$ cat src/rtl/mem_stage_pkg.sv
// Shared types for the memory stage: control bundle, EX/MEM and MEM/WB
// stage registers, store/load funct3 encodings and the stage FSM states.
package mem_stage_pkg;

  typedef enum logic [2:0] {
    ST_SB = 3'b000,
    ST_SH = 3'b001,
    ST_SW = 3'b010
  } store_funct3_t;

  typedef enum logic [2:0] {
    LD_LB  = 3'b000,
    LD_LH  = 3'b001,
    LD_LW  = 3'b010,
    LD_LBU = 3'b100,
    LD_LHU = 3'b101
  } load_funct3_t;

  typedef enum logic {
    IDLE = 1'b0,
    HOLD = 1'b1
  } mem_state_t;

  typedef struct packed {
    logic          load_regfile;
    logic          mem_read;
    logic          mem_write;
    store_funct3_t store_type;
    load_funct3_t  load_type;
  } ctrl_t;

  typedef struct packed {
    ctrl_t       ctrl;
    logic [31:0] alu;
    logic [31:0] rs2_out;
    logic [31:0] pc;
    logic [4:0]  rd;
    logic        br;
    logic [31:0] u_imm;
  } stage_regs;

  // Halfword loads may not straddle a word; word loads must be word aligned.
  function automatic logic load_misaligned(load_funct3_t lt, logic [1:0] off);
    case (lt)
      LD_LH, LD_LHU: return (off == 2'd3);
      LD_LW:         return (off != 2'd0);
      default:       return 1'b0;
    endcase
  endfunction

endpackage

$ cat src/rtl/mem_stage_store_mask.sv
// Store lane alignment: shifts store data into its byte lane and builds the
// byte-enable mask. Flags stores that cannot be issued as one word access.
module store_mask
  import mem_stage_pkg::*;
(
  input  store_funct3_t store_type_i,
  input  logic [1:0]    off_i,
  input  logic [31:0]   rs2_i,
  output logic [31:0]   wdata_o,
  output logic [3:0]    byte_enable_o,
  output logic          misaligned_o
);

  // Lane shift amount is the byte offset times eight.
  always_comb begin
    wdata_o       = rs2_i;
    byte_enable_o = 4'b1111;
    misaligned_o  = 1'b0;
    case (store_type_i)
      ST_SB: begin
        wdata_o       = {24'b0, rs2_i[7:0]} << {off_i, 3'b000};
        byte_enable_o = 4'b0001 << off_i;
      end
      ST_SH: begin
        wdata_o       = {16'b0, rs2_i[15:0]} << {off_i, 3'b000};
        byte_enable_o = 4'b0011 << off_i;
        misaligned_o  = (off_i == 2'd3);
      end
      ST_SW: begin
        misaligned_o  = (off_i != 2'd0);
      end
      default: begin
        byte_enable_o = 4'b0000;
      end
    endcase
  end

endmodule

$ cat src/rtl/mem_stage.sv
// Memory-access stage: issues dcache reads/writes, stalls while a request is
// outstanding, and owns the MEM/WB register (bundle + raw read word).
module mem_stage
  import mem_stage_pkg::*;
#(
  parameter int width = 32
) (
  input  logic             clk,
  input  logic             rst,
  input  stage_regs        regs_in,
  input  logic             stall_in,
  input  logic             dcache_resp,
  input  logic [width-1:0] dcache_rdata,
  output logic             dcache_read,
  output logic             dcache_write,
  output logic [31:0]      dcache_address,
  output logic [width-1:0] dcache_wdata,
  output logic [3:0]       dcache_byte_enable,
  output logic             stall_out,
  output logic             misaligned,
  output stage_regs        regs_out,
  output logic [width-1:0] dcache_out
);

  mem_state_t       state_q, state_d;
  stage_regs        regs_q, regs_adv;
  logic [width-1:0] dout_q, hold_q;
  logic             mis_q;

  logic [1:0]  off;
  logic [31:0] st_wdata;
  logic [3:0]  st_be;
  logic        st_mis, ld_mis, mis, mem_op, req_ok, advance, capture;

  assign off    = regs_in.alu[1:0];
  assign mem_op = regs_in.ctrl.mem_read | regs_in.ctrl.mem_write;

  store_mask u_store_mask (
    .store_type_i  (regs_in.ctrl.store_type),
    .off_i         (off),
    .rs2_i         (regs_in.rs2_out),
    .wdata_o       (st_wdata),
    .byte_enable_o (st_be),
    .misaligned_o  (st_mis)
  );

  assign ld_mis = regs_in.ctrl.mem_read & load_misaligned(regs_in.ctrl.load_type, off);
  assign mis    = ld_mis | (regs_in.ctrl.mem_write & st_mis);
  assign req_ok = mem_op & ~mis;

  assign dcache_address     = {regs_in.alu[31:2], 2'b00};
  assign dcache_wdata       = st_wdata;
  assign dcache_byte_enable = regs_in.ctrl.mem_write ? st_be : 4'b1111;

  // State register.
  always_ff @(posedge clk or posedge rst) begin
    if (rst) state_q <= IDLE;
    else     state_q <= state_d;
  end

  // Next state: park in HOLD when the response lands during an external stall.
  always_comb begin
    state_d = state_q;
    case (state_q)
      IDLE:    if (req_ok & dcache_resp & stall_in) state_d = HOLD;
      HOLD:    if (~stall_in) state_d = IDLE;
      default: state_d = IDLE;
    endcase
  end

  // Outputs: requests only from IDLE, and dropped while reset is asserted so a
  // pending access is abandoned immediately.
  always_comb begin
    dcache_read  = 1'b0;
    dcache_write = 1'b0;
    stall_out    = 1'b0;
    if (!rst && state_q == IDLE) begin
      dcache_read  = regs_in.ctrl.mem_read & ~mis;
      dcache_write = regs_in.ctrl.mem_write & ~regs_in.ctrl.mem_read & ~mis;
      stall_out    = req_ok & ~dcache_resp;
    end
  end

  assign advance = ~stall_out & ~stall_in;
  assign capture = (state_q == IDLE) & req_ok & dcache_resp & stall_in;

  // A dropped misaligned access must not write the register file.
  always_comb begin
    regs_adv = regs_in;
    regs_adv.ctrl.load_regfile = regs_in.ctrl.load_regfile & ~mis;
  end

  // MEM/WB register, held read word, and the misalignment pulse.
  always_ff @(posedge clk or posedge rst) begin
    if (rst) begin
      regs_q <= '0;
      dout_q <= '0;
      hold_q <= '0;
      mis_q  <= 1'b0;
    end else begin
      if (capture) hold_q <= dcache_rdata;
      if (advance) begin
        regs_q <= regs_adv;
        dout_q <= (state_q == HOLD) ? hold_q : dcache_rdata;
      end
      mis_q <= advance & mis & (state_q == IDLE);
    end
  end

  assign regs_out   = regs_q;
  assign dcache_out = dout_q;
  assign misaligned = mis_q;

endmodule

$ cat config.mk
export PLATFORM = sky130hd
export DESIGN_NAME = mem_stage
export DESIGN_NICKNAME = d
export VERILOG_FILES = /design/src/rtl/mem_stage_pkg.sv /design/src/rtl/mem_stage_store_mask.sv /design/src/rtl/mem_stage.sv
export SDC_FILE = /design/constraint.sdc
export NUM_CORES = 1
export LEC_CHECK = 0
export CAP_MARGIN = 0
export CORE_ASPECT_RATIO = 1.2
export CORE_UTILIZATION = 25
export CTS_CLUSTER_DIAMETER = 200
export DETAILED_ROUTE_END_ITERATION = 8
export DONT_BUFFER_PORTS = 1
export PLACE_DENSITY = 0.36
export SYNTH_ARGS = -nofsm -noshare
export SYNTH_HDL_FRONTEND = slang
export SYNTH_SLANG_ARGS = --single-unit
$ cat constraint.sdc
create_clock -name clk -period 11.8 [get_ports clk]
set_clock_uncertainty 0.2 [all_clocks]
set_input_delay 1.18 -clock clk [delete_from_list [all_inputs] [get_ports clk]]
set_output_delay 1.18 -clock clk [all_outputs]
set_load 0.1 [all_outputs]
==> impl_metrics.json <==
{
  "synthSimpleGateAreaFrac": 0.04153,
  "crit_path_start_kind": "primary input",
  "syn_area_per_cell_um2": 14.03,
  "grt.total_usage": 0.1276,
  "postCtsSetupRepairBufs": 0,
  "powerDensity_nw_per_um2": 257.7,
  "n_antenna_cell": 0,
  "htree_levels": 1,
  "wl_met1_um": 8430,
  "synth-compound-area-share": 0.03840,
  "post-route-min-period_ns": 4.415,
  "maxSlewViolCount": 0,
  "post-dp-hpwl_um": 18000,
  "ff2ff_setup_slack_ns": 8.10,
  "hold_buffers": 0,
  "yosysWarnings": 0,
  "grt_pass1_vias": 5610,
  "critPathMaxFanout": 22,
  "endpoint_kind": "output port",
  "die_area_um2": 37530,
  "ios": 426,
  "clock_sinks": 209,
  "async_flop_share": 1.000,
  "synth.area.mux_share": 0.2928,
  "synth_top_family_by_area": "multiplexers",
  "layout_common_cells": "dfrtp_1 (209), mux2_1 (149), mux2_2 (89), nand2_1 (35), clkbuf_16 (25)",
  "cts_buffers": 24,
  "ant_nets": 0,
  "wl_met2_um": 12600,
  "fin_cells": 1109,
  "antenna_found_initial": 1,
  "overflow": 0,
  "num_rows": 76,
  "wl_met3_um": 3029,
  "die_h_um": 212.0,
  "routed_wl_um": 24900,
  "highest_layer": "met5",
  "clk_pin_slew_worst_paths_ns": 0.06,
  "drtIter0Drc": 189,
  "critPathKind": "in -> out",
  "grt_pass1_wl_um": 36510,
  "ys_types": 32,
  "synth_xor_area_frac": 0,
  "clk_latency_ns": 0.52,
  "worstMarginPinSlew_ns": 1.172,
  "hold_viol": 0,
  "drc": 0,
  "timing.final.ws_setup_ns": 7.385,
  "max-cap-violations": 0,
  "status": "finished, final reports clean",
  "grt_max_degree": 136,
  "critPathArrivalTime_ns": 3.04,
  "min_period_over_period": 0.3742,
  "synth_edf_count": 0,
  "clockRootBuffer": "clkbuf_16",
  "peakVddDrop_mv": 0.1104,
  "final_nets": 803,
  "required_ns": 10.42,
  "p_leak_uw": 0.004235,
  "start_util": 0.2550,
  "slew_headroom": 0.2189,
  "dpl_cell_area_um2": 9458,
  "cts.repair.resized": 0,
  "port_buffers": 0,
  "synth.ff_latch_count": 209,
  "synth_cells": 655,
  "stdcell_area_um2": 10300,
  "rsz0062_at_grt": "false",
  "place_congestion": 0.9060,
  "place_ws_ns": 7.246,
  "dp.cells": 1066,
  "layout-drive-gt1-share": 0.2605,
  "core_area_um2": 36040,
  "area_growth_pct": 12.12,
  "first_pass_iters": 5,
  "final_common_cell": "dfrtp_1",
  "synth_fa_ha_area_frac": 0,
  "fp.dieW_um": 177.0,
  "ys_seq_area_frac": 0.5692,
  "finalSetupViolCount": 0,
  "fmax_mhz": 226.5,
  "ys_dominant_reg_cell": "dfrtp_1",
  "hp-class": "reg -> reg",
  "cts_buffer_depth": 3,
  "vias": 5213,
  "syn-cell-area_um2": 9189,
  "vias_per_cell": 4.701,
  "cts_tree": "yes",
  "tns_ns": 0,
  "design_power_total_uw": 2655,
  "wl_per_cell_um": 22.46
}
kinds of logic (layout without fill, tap and decap cells):
logic type / after synthesis / after routing
and+or+nand+nor: 76 / 76
other: 1 / 2
AOI/OAI and AO/OA: 57 / 57
DFF: 209 / 209
muxes: 239 / 239
buffers and inverters: 73 / 58
final timing paths:
path                                   startpoint                   endpoint  depth (start not counted)
setup / recovery                     regs_in[138]            dcache_wdata[8]                          4
hold / removal             hold_q[31]$_DFFE_PP0P_     hold_q[31]$_DFFE_PP0P_                          1
setup reg to reg                state_q$_DFF_PP0_  regs_out[124]$_DFFE_PP0P_                          7
hold reg to reg            hold_q[31]$_DFFE_PP0P_     hold_q[31]$_DFFE_PP0P_                          1
max in group asynchronous                     rst     hold_q[13]$_DFFE_PP0P_                          2
min in group asynchronous                     rst  dcache_out[5]$_DFFE_PP0P_                          1
worst max-delay path: stages:
cell and delay [ns]:
inv_2 0.08, nand2_1 0.42, nor3b_1 0.50, a22o_1 0.85
power breakdown:
| part | total (uW) | switching [uW] | internal (uW) | leakage, uW |
|---|---|---|---|---|
| logic | 280 | 166 | 114 | 0.00136 |
| registers | 1600 | 773 | 822 | 0.00246 |
| clock network | 780 | 295 | 485 | 0.000420 |
| total | 2660 | 1230 | 1420 | 0.00423 |
through the flow:
stage            util  hold slack (ns)
2_1_floorplan       -           0.2737
4_1_cts        0.2859           0.3023
3_3_place_gp   0.2624           0.2818
3_5_place_dp   0.2624           0.2873
5_1_grt        0.2859           0.3142
6_report       0.2859           0.2984
cells in the mapped netlist (all sizes together), types with 2 or more instances:
cell type	count	area [um^2]
mux2	238	2680
dfrtp	209	5230
buf	58	474.2
nand2	35	131.4
o21ai	27	135.1
a21oi	12	63.81
clkbuf	10	37.54
nor2	10	37.54
and2	9	56.30
nor2b	9	56.30
a22oi	8	60.06
a32oi	5	43.79
inv	5	18.76
a22o	3	26.28
nand4b	3	26.28
nand3	2	10.01
nand4bb	2	22.52
nor3	2	10.01
per-layer routing:
layer | up-vias | GRT usage
met5 | - | 0
met4 | 2 | 0.05618
met3 | 49 | 0.05311
met2 | 300 | 0.2206
met1 | 2643 | 0.1346
li1 | 2219 | -
registers in the layout, summed over array words and instances, names as in the netlist:
name,cells
state_q,1
regs_out,143
misaligned,1
dcache_out,32
hold_q,32
cell type report:
type                    count  area [um^2]
fillers                  3659        25740
clock buffers              37        760.7
well taps                 468        585.6
repair buffers             10        75.07
multi-input cells         374         3541
inverters                   5        26.28
flip-flops and latches    209         5230
clock inverters             6        83.83
Power figures use the tool's default switching activity.
